## src/rtl/harris_frame_sequencer.sv

```systemverilog
// rtl/harris_frame_sequencer.sv - frame fetch/clear/tag controller for the 6x6 Harris window stage
module harris_frame_sequencer #(
    parameter int IMG_W   = 480,
    parameter int IMG_H   = 360,
    parameter int WIN     = 6,
    parameter int ADDR_W  = 18,
    parameter int PIX_W   = 8,
    parameter int TIMEOUT = 4096
) (
    input  logic              clk,
    input  logic              reset,
    input  logic              start,
    input  logic              abort,
    input  logic [ADDR_W-1:0] base_addr,
    output logic              busy,
    output logic              done,
    output logic              error,
    output logic [15:0]       frame_count,
    output logic              mem_rd_en,
    output logic [ADDR_W-1:0] mem_addr,
    input  logic [PIX_W-1:0]  mem_rd_data,
    output logic              wg_reset,
    output logic [PIX_W-1:0]  pix_out,
    output logic              pix_valid,
    input  logic              win_valid_in,
    output logic [15:0]       win_row,
    output logic [15:0]       win_col,
    output logic              win_sof,
    output logic              win_eol,
    output logic              win_eof
);

    localparam int TOTAL = IMG_W * IMG_H;
    localparam int CNT_W = $clog2(TOTAL + 1);
    localparam int WD_W  = $clog2(TIMEOUT + 1);

    typedef enum logic [2:0] {
        S_IDLE,
        S_CLEAR,
        S_FETCH,
        S_DRAIN,
        S_DONE
    } state_t;

    state_t            state_q;
    state_t            state_d;
    logic [ADDR_W-1:0] base_q;
    logic [CNT_W-1:0]  fetch_cnt;
    logic              pix_valid_q;
    logic              abort_clr_q;
    logic [15:0]       row_q;
    logic [15:0]       col_q;
    logic [WD_W-1:0]   wd_q;
    logic              error_q;
    logic [15:0]       frame_q;

    logic busy_st;
    logic tag_active;
    logic beat;
    logic col_last;
    logic row_last;
    logic eof_beat;
    logic last_addr;
    logic timeout;
    logic accept;

    always_comb begin
        busy_st    = (state_q == S_CLEAR) || (state_q == S_FETCH) || (state_q == S_DRAIN);
        tag_active = (state_q == S_FETCH) || (state_q == S_DRAIN);
        beat       = win_valid_in && tag_active;
        col_last   = (col_q == 16'(IMG_W - 1));
        row_last   = (row_q == 16'(IMG_H - WIN));
        eof_beat   = beat && col_last && row_last;
        last_addr  = (fetch_cnt == CNT_W'(TOTAL - 1));
        timeout    = (state_q == S_DRAIN) && !beat && (wd_q == WD_W'(TIMEOUT - 1));
        accept     = (state_q == S_IDLE) && start && !abort;
    end

    // abort overrides every other transition out of a busy state
    always_comb begin
        state_d = state_q;
        case (state_q)
            S_IDLE:  if (accept) state_d = S_CLEAR;
            S_CLEAR: state_d = S_FETCH;
            S_FETCH: if (last_addr) state_d = S_DRAIN;
            S_DRAIN: begin
                if (eof_beat)     state_d = S_DONE;
                else if (timeout) state_d = S_IDLE;
            end
            S_DONE:  state_d = S_IDLE;
            default: state_d = S_IDLE;
        endcase
        if (abort && busy_st) state_d = S_IDLE;
    end

    always_ff @(posedge clk) begin
        if (reset) begin
            state_q     <= S_IDLE;
            base_q      <= '0;
            fetch_cnt   <= '0;
            pix_valid_q <= 1'b0;
            abort_clr_q <= 1'b0;
            row_q       <= '0;
            col_q       <= '0;
            wd_q        <= '0;
            error_q     <= 1'b0;
            frame_q     <= '0;
        end else begin
            state_q     <= state_d;
            pix_valid_q <= mem_rd_en;
            abort_clr_q <= abort && busy_st;
            if (accept) begin
                base_q    <= base_addr;
                error_q   <= 1'b0;
                row_q     <= '0;
                col_q     <= '0;
                fetch_cnt <= '0;
            end
            if (state_q == S_FETCH) fetch_cnt <= fetch_cnt + 1'b1;
            if (beat) begin
                if (col_last) begin
                    col_q <= '0;
                    row_q <= row_q + 16'd1;
                end else begin
                    col_q <= col_q + 16'd1;
                end
            end
            if ((state_q == S_DRAIN) && !beat) wd_q <= wd_q + 1'b1;
            else                               wd_q <= '0;
            if (timeout && !abort) error_q <= 1'b1;
            if (state_q == S_DONE) frame_q <= frame_q + 16'd1;
        end
    end

    always_comb begin
        busy        = busy_st;
        done        = (state_q == S_DONE);
        error       = error_q;
        frame_count = frame_q;
        mem_rd_en   = (state_q == S_FETCH) && !abort;
        mem_addr    = mem_rd_en ? base_q + ADDR_W'(fetch_cnt) : '0;
        wg_reset    = reset || (state_q == S_CLEAR) || abort_clr_q;
        pix_valid   = pix_valid_q;
        pix_out     = pix_valid_q ? mem_rd_data : '0;
        win_row     = row_q;
        win_col     = col_q;
        win_sof     = beat && (row_q == 16'd0) && (col_q == 16'd0);
        win_eol     = beat && col_last;
        win_eof     = eof_beat;
    end

endmodule

```

## config.mk

```make
export PLATFORM = sky130hd
export DESIGN_NAME = harris_frame_sequencer
export DESIGN_NICKNAME = d
export VERILOG_FILES = /design/src/rtl/harris_frame_sequencer.sv
export SDC_FILE = /design/constraint.sdc
export NUM_CORES = 1
export LEC_CHECK = 0
export BUFFER_PORTS_ARGS = -buffer_cell sky130_fd_sc_hd__buf_2
export CAP_MARGIN = 40
export CORE_MARGIN = 4
export CORE_UTILIZATION = 50
export DETAILED_ROUTE_END_ITERATION = 8
export PLACE_DENSITY = 0.73
export SLEW_MARGIN = 20
export SYNTH_ARGS = -nofsm -noshare
export SYNTH_HDL_FRONTEND = slang
export SYNTH_SLANG_ARGS = --single-unit
export TNS_END_PERCENT = 50
```

## constraint.sdc

```tcl
create_clock -name clk -period 6.5 [get_ports clk]
set_clock_uncertainty 0.05 [all_clocks]
set_input_delay 0.325 -clock clk [delete_from_list [all_inputs] [get_ports clk]]
set_output_delay 0.325 -clock clk [all_outputs]
set_load 0.03 [all_outputs]
```

Word level (Yosys, flattened, before mapping)
Cells that the tools add are included.
{"block": "classes", "n_eq_ne": 11, "bitwise_logic": 1, "n_mux": 17, "add_sub_neg": 6, "reduce_logical": 28}
{"operator": "two-way mux 16 bit", "n": 6}
{"operator": "two-way mux 18 bit", "n": 3}
{"operator": "adder 16 x 1 -> 16 bit (second input constant)", "n": 3}
{"operator": "equality test 16 x 9 -> 1 bit (second input constant)", "n": 2}
{"operator": "zero test 16 bit", "n": 2}
{"operator": "adder 18 x 1 -> 18 bit (second input constant)", "n": 1}
{"operator": "adder 18 bit", "n": 1}
{"operator": "equality test 18 bit (second input constant)", "n": 1}
{"operator": "adder 13 x 1 -> 13 bit (second input constant)", "n": 1}
{"operator": "equality test 13 x 12 -> 1 bit (second input constant)", "n": 1}
{"operator": "logical AND 1 bit", "n": 12}
{"operator": "two-way mux 3 bit", "n": 4}
{"operator": "case mux 3 bit (4 select lines)", "n": 1}
{"operator": "two-way mux 8 bit", "n": 1}
{"operator": "equality test 3 x 2 -> 1 bit (second input constant)", "n": 2}
{"operator": "nonzero test 2 bit", "n": 3}
{"operator": "logical OR 1 bit", "n": 5}
{"operator": "inequality test 2 bit (second input constant)", "n": 2}
{"operator": "OR reduction 2 bit", "n": 2}
{"operator": "equality test 3 x 1 -> 1 bit (second input constant)", "n": 1}
{"operator": "equality test 3 bit (second input constant)", "n": 1}
{"operator": "zero test 3 bit", "n": 1}
{"operator": "inequality test 3 bit (second input constant)", "n": 1}
{"operator": "AND reduction 3 bit", "n": 1}
{"operator": "other kinds (3)", "n": 5}
{"block": "totals", "inputBits": 31, "out_inout_bits": 83, "ff_bits": 103, "word_cells": 73}

Logic depth before layout (Yosys ltp)
Gate-level depths: netlist of the first run.
{"block": "logic_depth", "ltp_word": 9, "depth_mapped": 8, "depth_no_buf": 8}

Worst setup path after synthesis of the first run
Ideal clock, no wire load.
{"block": "synth_timing", "kind": "register to output", "from": "register fetch_cnt[0]", "to": "output mem_addr[10]", "stages_incl_launch_ff": 9, "slack_ns": 3.781, "arrival_time_ns": 2.344, "required_ns": 6.125, "path_buffers": 0, "path_cell_list": "dfxtp_1 > ha_1 > inv_1 > fa_1 > nand2b_1 > a21o_1 > a211oi_1 > nor3_1 > nor3_1"}
{"block": "synth_via", "elab_chain_len": 2}
{"item": "start, declared", "line_no": "48", "rtl": "logic [CNT_W-1:0] fetch_cnt;"}
{"item": "start signal, assigned", "line_no": "119", "rtl": "if (state_q == S_FETCH) fetch_cnt <= fetch_cnt + 1'b1;"}
{"item": "adder 18 bit", "line_no": "141", "rtl": "mem_addr = mem_rd_en ? base_q + ADDR_W'(fetch_cnt) : '0;"}
{"item": "two-way mux 18 bit", "line_no": "141"}
{"item": "end, declared", "line_no": "20", "rtl": "output logic [ADDR_W-1:0] mem_addr,"}
Every way passes these cells.

Worst setup path after layout of the first run
{"block": "layout_timing", "from": "register fetch_cnt[0]", "to": "output mem_addr[14]"}
Same word-level chain as after synthesis.

==> results of run 1 <==
## through the flow
stage                     cell area (um^2)  util, %
after detailed placement              6500     56.7
final                                 6770     59.1
after global routing                  6770     59.0
after floorplan                       5880        -
after CTS                             6770     59.0
after global placement                6500     56.7
## registers in the layout, indices dropped and copies added (netlist names)
signal	cells
abort_clr_q	1
pix_valid	1
win_col	16
fetch_cnt	18
frame_count	16
state_q	3
error	1
win_row	16
base_q	18
wd_q	13
## critical path: stages, from the launching register on
cell and delay (ps):
dfxtp_1 420, ha_1 230, inv_1 70, fa_1 390, nand2b_1 180, a21o_1 200, a21oi_1 320, a41oi_1 190
mux2i_1 210, buf_2 230
## cells in the final DEF (no fill, tap or decap), drive strengths merged, types with 10 or more instances in the layout
cell and n:
nor4 12, a21oi 58, nor2 96, and3 12, dfxtp 103, ha 25
and2 19, nand3 38, buf 117, o21ai 26, or3 20, nor3 28
a21o 10, xor2 16, inv 23, nand4 17, nand2 86, clkbuf 10
xnor2 25
## per-layer routing
metal | track usage (%) | up-vias | wire [um]
li1 | - | 2853 | -
met1 | 28.4 | 2676 | 6490
met2 | 38.7 | 187 | 7380
met3 | 6.22 | 11 | 1060
met4 | 6.57 | 0 | 157
met5 | 0 | - | 0
## cells in the mapped netlist, types with 3 or more instances
master / number
nor3_1: 26
inv_1: 20
nand4_1: 17
nand2_1: 86
nand3b_1: 5
clkbuf_1: 27
a41oi_1: 3
and3_1: 12
and4_1: 6
ha_1: 25
a211oi_1: 9
a21o_1: 10
mux2_2: 5
nor4_1: 9
o21ai_0: 25
nand3_1: 38
or3_1: 20
nor2_1: 94
dfxtp_1: 103
nand2b_1: 4
a31oi_1: 3
mux2i_1: 8
a311oi_1: 9
or2_2: 3
buf_6: 3
a21oi_1: 58
or4_4: 3
and2_1: 17
o211ai_1: 9
xor2_1: 16
xnor2_1: 25
## power groups by stage
| stage | sequential [mW] | clock [mW] | combinational [mW] |
|---|---|---|---|
| global placement | 0.659 | 0 | 0.0825 |
| global route | 0.645 | 0.553 | 0.0945 |
| finish | 0.644 | 0.510 | 0.0846 |
| floorplan | 0.656 | 0 | 0.0581 |
| CTS | 0.644 | 0.522 | 0.0845 |
| detailed placement | 0.659 | 0 | 0.0841 |
## worst paths after layout
| kind | slack [ps] | cells after the start | to |
|---|---|---|---|
| setup / recovery | 3370 | 9 | mem_addr[14] |
| hold / removal | 160 | 3 | base_q[16] |
| setup reg to reg | 3880 | 5 | win_row[13] |
| hold reg to reg | 400 | 1 | wd_q[0] |
## area by class of cell
type | instances | area (um^2) | share of cell area, %
diodes | 1 | 2.50 | 0.0370
multi-input cells | 587 | 3580 | 52.9
flip-flops and latches | 103 | 2060 | 30.5
clock inverters | 5 | 41.3 | 0.610
well taps | 143 | 179 | 2.64
inverters | 21 | 78.8 | 1.16
repair buffers | 117 | 596 | 8.80
clock buffers | 10 | 229 | 3.38
## cells by family (layout without fill, tap and decap cells)
family / count (synthesis) / in the layout / share of synthesized area, %
flops: 103 / 103 / 35.1
other cells: 0 / 1 / 0
xor+xnor: 41 / 41 / 6.11
simple gates: 363 / 363 / 31.5
compound gates: 144 / 144 / 15.4
mux: 13 / 13 / 2.32
buf+inv: 55 / 153 / 3.98
fa+ha+maj: 26 / 26 / 5.66
==> run metrics, run 1 <==
first-pass GRT wire length 25200 um; Hold Crit Class in -> reg; CP startpoint fetch_cnt[0]; Pins Over Slew Limit 0; setup bufs post-CTS 0; DR iter-0 viols 539; routed len/inst 15.3 um; largest net degree at the start of global routing 79; fillers 1065; setup violators final 0; Final Wtd Congestion 0.877; clock share of power 41.2%; CTS max path bufs 2; Initial DRT Pass Iterations 5; Synth area leaders dfxtp_1, nor2_1, nand2_1; nets 896; RR Startpoint state_q[1]; TritonCTS clock tree done; fin crit period 3130 ps; grt total ovfl 0; fraction of layout cells with a size suffix above 1 18.5%; setup ws final 3370 ps; CP Data Arrival Time 2750 ps; vias per cell 5.80; placed cell count 971; Gate Count Post-Synth 745; Main synth FF type dfxtp_1; post-route antenna net violation count 0; register area share after synthesis 35.1%; Static Leak 2.73 nW; Slew @ Worst Pin 819 ps; Pwr per Cell Area 183 nW/um^2; Final Power 1.24 mW; Slew headroom 45.4%; die height 116 um; Fmax 0.320 GHz; clock latency at the later pin of the worst-skew pair 350 ps; vias 5727; H-tree depth 3; # IOs 114; Yosys warning count 0; vias in the first global route 5418; clock slew at reported path FFs 70 ps; Root Buffer Master clkbuf_16; setup_tns 0 ps; status completed; Syn Area/Cell 7.89 um^2; chip width 116 um; combinational share of power 6.8%; Switch Pwr 312 uW; total track usage 22.8%; Setup CP Type reg -> out; Max-Cap Viols 0; post-synthesis cell type count 64; Starting Density 51.3%; Power Internal 926 uW; Async S/R FF share, synth 0%; Synth top area share 35.1%; cts hold-fix bufs 0; worst hold path startpoint base_addr[16]; Cell Area, Synth 5880 um^2; ratio of final minimum period to clock period 48.1%; initial antenna violation count 0; crit path launch type register; area leader, netlist dfxtp_1; CORE AREA 11500 um^2; Post-DP HPWL 11100 um; I/O Buffers 113; drt total wl 15100 um; crit-path max FO 6; number of synthesized register bits 103; CTS Buf Count 9; RSZ-0062 raised after global routing no; DP Worst Slack 3770 ps; Area Overhead vs Synth 15.2%; Fin. Hold Viols 0; TritonCTS Sinks 103; fin cells 987; worst vdd ir 0.000184 V; placement row count 39; total nets after synthesis 802; post-CTS sizing 0; DRC viols 0; critical path endpoint category output pin; Sequential Power Share 52.0%; final hold slack 163 ps; Die Footprint 13600 um^2; number of synthesized flops with an enable pin 0; Worst EP required 6120 ps; sw frac 25.2%
Note: power is estimated with default switching activity, not from simulation.
==> inputs of run 2 (changes only) <==
Clock period 6.5 ns to 2.9 ns, I/O delays scaled along.
==> run 2 against run 1 <==
Against the previous run: the flow now finishes with violations (hold timing); first-iteration DRC count is 8.9% lower; power rose by 140%; global-route usage is 1.2 points higher; critical path type unchanged; largest cell class unchanged.
==> run metrics, run 2 (same netlist as run 1, synthesis figures left out) <==
status complete, but fails checks (was completed); failing checks hold timing; routed len/inst 15.7 um (was 15.3 um); Reg2Reg Capture Point win_row[13] (unchanged); commonest non-fill, non-tap cell in the layout buf_2 (unchanged); Post-DP HPWL 11500 um (was 11100 um); Slew headroom 49.2% (was 45.4%); crit path max-delay cell type fa_1 (was dfxtp_1); ratio of final minimum period to clock period 93.9%; Max-Cap Viols 0 (unchanged); crit path launch type register (unchanged); RSZ-0062 raised after global routing yes (was no); crit path cell chain ha_2 > inv_1 > fa_1 > nand2b_1 > a21o_1 > a21oi_4 > a41oi_1 > mux2i_1 > buf_2 (was ha_1 > inv_1 > fa_1 > nand2b_1 > a21o_1 > a21oi_1 > a41oi_1 > mux2i_1 > buf_2); H-tree depth 3 (unchanged); Final Wtd Congestion 0.886 (was 0.877); Pwr per Cell Area 429 nW/um^2 (was 183 nW/um^2); fin crit period 2720 ps; clock slew at reported path FFs 70 ps (about the same); Slew @ Worst Pin 754 ps (was 819 ps); vias per cell 5.81 (was 5.80); CORE AREA 11500 um^2 (unchanged); Hold EP base_q[9] (was base_q[16]); total track usage 24.0% (was 22.8%); Area Overhead vs Synth 20.2% (was 15.2%); CTS max path bufs 2 (unchanged); drt total wl 15800 um (was 15100 um); Fmax 0.367 GHz; chip width 116 um (unchanged); TritonCTS Sinks 103 (unchanged); DR iter-0 viols 491 (was 539); Switch Pwr 725 uW (was 312 uW); Largest regs base_q: 18 flops, fetch_cnt: 18 flops (unchanged); worst hold path startpoint base_addr[9] (was base_addr[16]); worst r2r path cells 5 (unchanged); Die Footprint 13600 um^2 (unchanged); TritonCTS clock tree done (unchanged); Root Buffer Master clkbuf_16 (unchanged); Final Power 3.03 mW (was 1.24 mW); die height 116 um (unchanged); fraction of layout cells with a size suffix above 1 19.9% (was 18.5%); r2r setup slk 480 ps (was 3880 ps); clock share of power 45.3% (was 41.2%); Starting Density 51.3% (unchanged); grt total ovfl 0 (unchanged); vias 5867 (was 5727); Sequential Power Share 47.7% (was 52.0%); setup_tns 0 ps (unchanged); final core occ 61.6% (was 59.1%); vias in the first global route 5575 (was 5418); CTS Buf Count 9 (unchanged); crit-path max FO 6 (unchanged); DRC viols 0 (unchanged); initial antenna violation count 0 (unchanged); # IOs 114 (unchanged); Pins Over Slew Limit 0 (unchanged); final hold slack -0.867 ps (was 163 ps); Worst EP required 2710 ps (was 6120 ps); largest net degree at the start of global routing 37 (was 79); RR Startpoint win_col[11] (was state_q[1]); nets 918 (was 896); placed cell count 979 (was 971); CP peak stage delay 390 ps (was 420 ps); critical path endpoint category output pin (unchanged); combinational share of power 7.1% (was 6.8%); I/O Buffers 113 (unchanged); clock latency at the later pin of the worst-skew pair 350 ps (about the same); n_diodes 0 (was 1); placement row count 39 (unchanged); post-route antenna net violation count 0 (unchanged); CP Data Arrival Time 2530 ps (was 2750 ps); most frequent cells in the layout buf_2, dfxtp_1, nor2_1 (unchanged); worst vdd ir 0.000499 V (was 0.000184 V); Hold Crit Class in -> reg (unchanged); Fin. Hold Viols 1 (was 0); fin cells 1009 (was 987); hold path depth 3 (unchanged); Power Internal 2.31 mW (was 926 uW); Setup CP Type reg -> out (unchanged); first-pass GRT wire length 26500 um (was 25200 um); setup violators final 0 (unchanged); Static Leak 2.87 nW (was 2.73 nW); sw frac 23.9% (was 25.2%); Initial DRT Pass Iterations 7 (was 5)
[run 2: how the worst max path moves through the flow]
stage / depth (start not counted) / from / endpoint
after floorplan: 8 / fetch_cnt[0] / mem_addr[10]
after global placement: 9 / fetch_cnt[0] / mem_addr[14]
after detailed placement: 9 / fetch_cnt[0] / mem_addr[12]
after CTS: 9 / fetch_cnt[0] / mem_addr[12]
after global routing: 9 / fetch_cnt[0] / mem_addr[12]
final: 9 / fetch_cnt[0] / mem_addr[14]
[run 2: per-stage QoR]
stage	instance area [um^2]	hold WS [ps]	worst slack (ps)
5_1_grt	7070	9.61	7.04
4_1_cts	7040	0.105	73.5
2_1_floorplan	5880	231	361
6_report	7070	-0.867	178
3_5_place_dp	6560	345	344
3_3_place_gp	6560	335	459
[run 2: repair_timing]
action	in CTS	in global routing
hold buffers	14	0
setup endpoints to repair	2	7
setup buffers	0	0
resized for setup	1	8
hold endpoints to repair	14	0
[run 2: cell type report]
cell class | instances | area, um^2
clock buffers | 10 | 239
clock inverters | 6 | 100
fillers | 1016 | 4400
inverters | 21 | 78.8
multi-input cells | 587 | 3610
flip-flops and latches | 103 | 2060
well taps | 143 | 179
repair buffers | 139 | 798
[run 2: power groups by stage]
stage	registers, mW	clock network [mW]	logic [mW]
2_1_floorplan	1.47	0	0.130
3_3_place_gp	1.48	0	0.192
3_5_place_dp	1.48	0	0.196
4_1_cts	1.44	1.40	0.212
5_1_grt	1.45	1.46	0.237
6_report	1.44	1.37	0.215
[run 2: worst max-delay path: cells and delay by family, from the launching register on]
kind                     cells  cell delay, ps
flip-flops                   1             370
multiplexers                 1             170
AO/OA/AOI/OAI                3             600
AND/OR/NAND/NOR              1             180
buffers and inverters        2             260
adder cells (fa/ha/maj)      2             600
[run 2: metal layers]
metal / track usage [%] / up-vias / routed length [um]
met2: 40.6 / 178 / 7860
met5: 0 / - / 0
met1: 29.5 / 2774 / 6750
met3: 6.74 / 18 / 1010
li1: - / 2897 / -
met4: 7.89 / 0 / 222
==> inputs of run 3 (changes only) <==
Settings changed: CELL_PAD_IN_SITES_DETAIL_PLACEMENT set to 0, CELL_PAD_IN_SITES_GLOBAL_PLACEMENT set to 1, CORE_UTILIZATION 50 to 41, PLACE_DENSITY 0.73 to not set, PLACE_DENSITY_LB_ADDON set to 0.1.
==> run 3 against run 2 <==
Against the previous run: the run now ends clean; combinational power grew 3%; power shrank 5.6%; fmax shrank 0.89%; largest power group unchanged.
==> run metrics, run 3 (same netlist as run 1, synthesis figures left out) <==
status completed (was complete, but fails checks); Root Buffer Master clkbuf_16 (unchanged); setup violators final 0 (unchanged); CP dominant cell by count a211oi_1; Fin. Hold Viols 0 (was 1); H-tree depth 3 (unchanged); DP Worst Slack 329 ps (was 344 ps); CORE AREA 14000 um^2 (was 11500 um^2); CTS max path bufs 2 (unchanged); CP peak stage delay 440 ps (was 390 ps); hold path depth 3 (unchanged); Slew @ Worst Pin 722 ps (was 754 ps); # IOs 114 (unchanged); placed cell count 1020 (was 979); Final Power 2.86 mW (was 3.03 mW); Setup CP Type reg -> out (unchanged); fin crit period 2750 ps (was 2720 ps); total track usage 19.7% (was 24.0%); TritonCTS clock tree done (unchanged); clock latency at the later pin of the worst-skew pair 360 ps (was 350 ps); DR iter-0 viols 302 (was 491); n_diodes 0 (unchanged); I/O Buffers 113 (unchanged); fraction of layout cells with a size suffix above 1 20.0% (was 19.9%); Max-Cap Viols 0 (unchanged); placement row count 43 (was 39); CP Data Arrival Time 2550 ps (was 2530 ps); Slew headroom 51.4% (was 49.2%); vias per cell 5.52 (was 5.81); nets 925 (was 918); post-route antenna net violation count 0 (unchanged); clock slew at reported path FFs 70 ps (about the same); grt total ovfl 0 (unchanged); ratio of final minimum period to clock period 94.7% (was 93.9%); Hold Crit Class in -> reg (unchanged); fin cells 1053 (was 1009); Largest regs base_q: 18 flops, fetch_cnt: 18 flops (unchanged); Starting Density 42.0% (was 51.3%); worst vdd ir 0.000241 V (was 0.000499 V); RSZ-0062 raised after global routing no (was yes); setup_tns 0 ps (unchanged); Worst EP required 2710 ps (about the same); vias in the first global route 5617 (was 5575); vias 5811 (was 5867); setup bufs post-CTS 0 (unchanged); TritonCTS Sinks 103 (unchanged); commonest non-fill, non-tap cell in the layout buf_2 (unchanged); Initial DRT Pass Iterations 5 (was 7); routed len/inst 15.4 um (was 15.7 um); crit path cell chain ha_1 > a211oi_1 > o211ai_1 > a211oi_1 > o21ai_0 > mux2i_1 > buf_2 (was ha_2 > inv_1 > fa_1 > nand2b_1 > a21o_1 > a21oi_4 > a41oi_1 > mux2i_1 > buf_2); Fmax 0.364 GHz (was 0.367 GHz); chip width 128 um (was 116 um); most frequent cells in the layout buf_2, dfxtp_1, nor2_1 (unchanged); worst r2r path cells 5 (unchanged); crit path max-delay cell type dfxtp_1 (was fa_1); Final Wtd Congestion 0.892 (was 0.886); crit path launch type register (unchanged); Static Leak 2.88 nW (was 2.87 nW); largest net degree at the start of global routing 38 (was 37); crit-path max FO 6 (unchanged); first-pass GRT wire length 26600 um (was 26500 um); Die Footprint 16300 um^2 (was 13600 um^2); Post-DP HPWL 11700 um (was 11500 um); DRC viols 0 (unchanged); setup ws final 153 ps (was 178 ps); CTS Buf Count 9 (unchanged); initial antenna violation count 0 (unchanged); Pwr per Cell Area 402 nW/um^2 (was 429 nW/um^2); critical path endpoint category output pin (unchanged); Pins Over Slew Limit 0 (unchanged); drt total wl 16200 um (was 15800 um); die height 128 um (was 116 um); Area Overhead vs Synth 21.1% (was 20.2%)
-- run 3: cell types whose count changed in the layout (fill, tap and decap cells not counted), sizes merged --
cell         delta
clkbuf          -2
bufinv          -2
buf             +5
inv             +1
clkinv          +1
clkinvlp        +1
dlygate4sd3     +3
-- run 3: timing repair --
item	4_1_cts	5_1_grt
endpoints found under the setup margin	3	5
cloned	0	0
hold endpoints to repair	17	0
gates resized for setup	1	7
hold buffers	17	0
-- run 3: through the flow --
step	util (%)	hold slack, ps	cell area (um^2)
6_report	50.9	61.2	7120
5_1_grt	50.9	61.3	7120
4_1_cts	50.7	42.0	7100
3_5_place_dp	47.4	341	6640
3_3_place_gp	47.4	336	6640
2_1_floorplan	-	231	5880
-- run 3: final timing paths --
| path | slack (ps) | endpoint | startpoint |
|---|---|---|---|
| setup / recovery | 150 | mem_addr[15] | fetch_cnt[1] |
| hold / removal | 60 | base_q[7] | base_addr[7] |
| setup reg to reg | 470 | win_row[13] | win_col[11] |
| hold reg to reg | 400 | wd_q[0] | wd_q[0] |
-- run 3: layer usage --
layer / up-vias / part of all wire [%] / GRT usage (%)
met2: 156 / 47 / 34.0
met4: 0 / 1.7 / 5.43
li1: 2909 / - / -
met3: 20 / 5.7 / 4.75
met5: - / 0 / 0
met1: 2726 / 45 / 24.4
-- run 3: power by group --
group	total (mW)	switching [mW]	leakage, nW	internal (mW)
Clock	1.20	0.595	0.139	0.601
Sequential	1.44	0.0148	0.833	1.43
Combinational	0.222	0.138	1.90	0.0835
-- run 3: critical path, delay by kind of cell, from the launching register on --
family                   cells  cell delay (ps)
buffers and inverters        1              220
flip-flops                   1              440
multiplexers                 1              180
AO/OA/AOI/OAI                4             1080
adder cells (fa/ha/maj)      1              290
-- run 3: cell type report --
cell class                      count  area [um^2]
Multi-Input combinational cell    587         3600
Fill cell                        1393         6870
Sequential cell                   103         2060
Clock inverter                      7         62.6
Clock buffer                        9          225
Timing Repair Buffer              146          858
Inverter                           21         78.8
Tap cell                          180          225
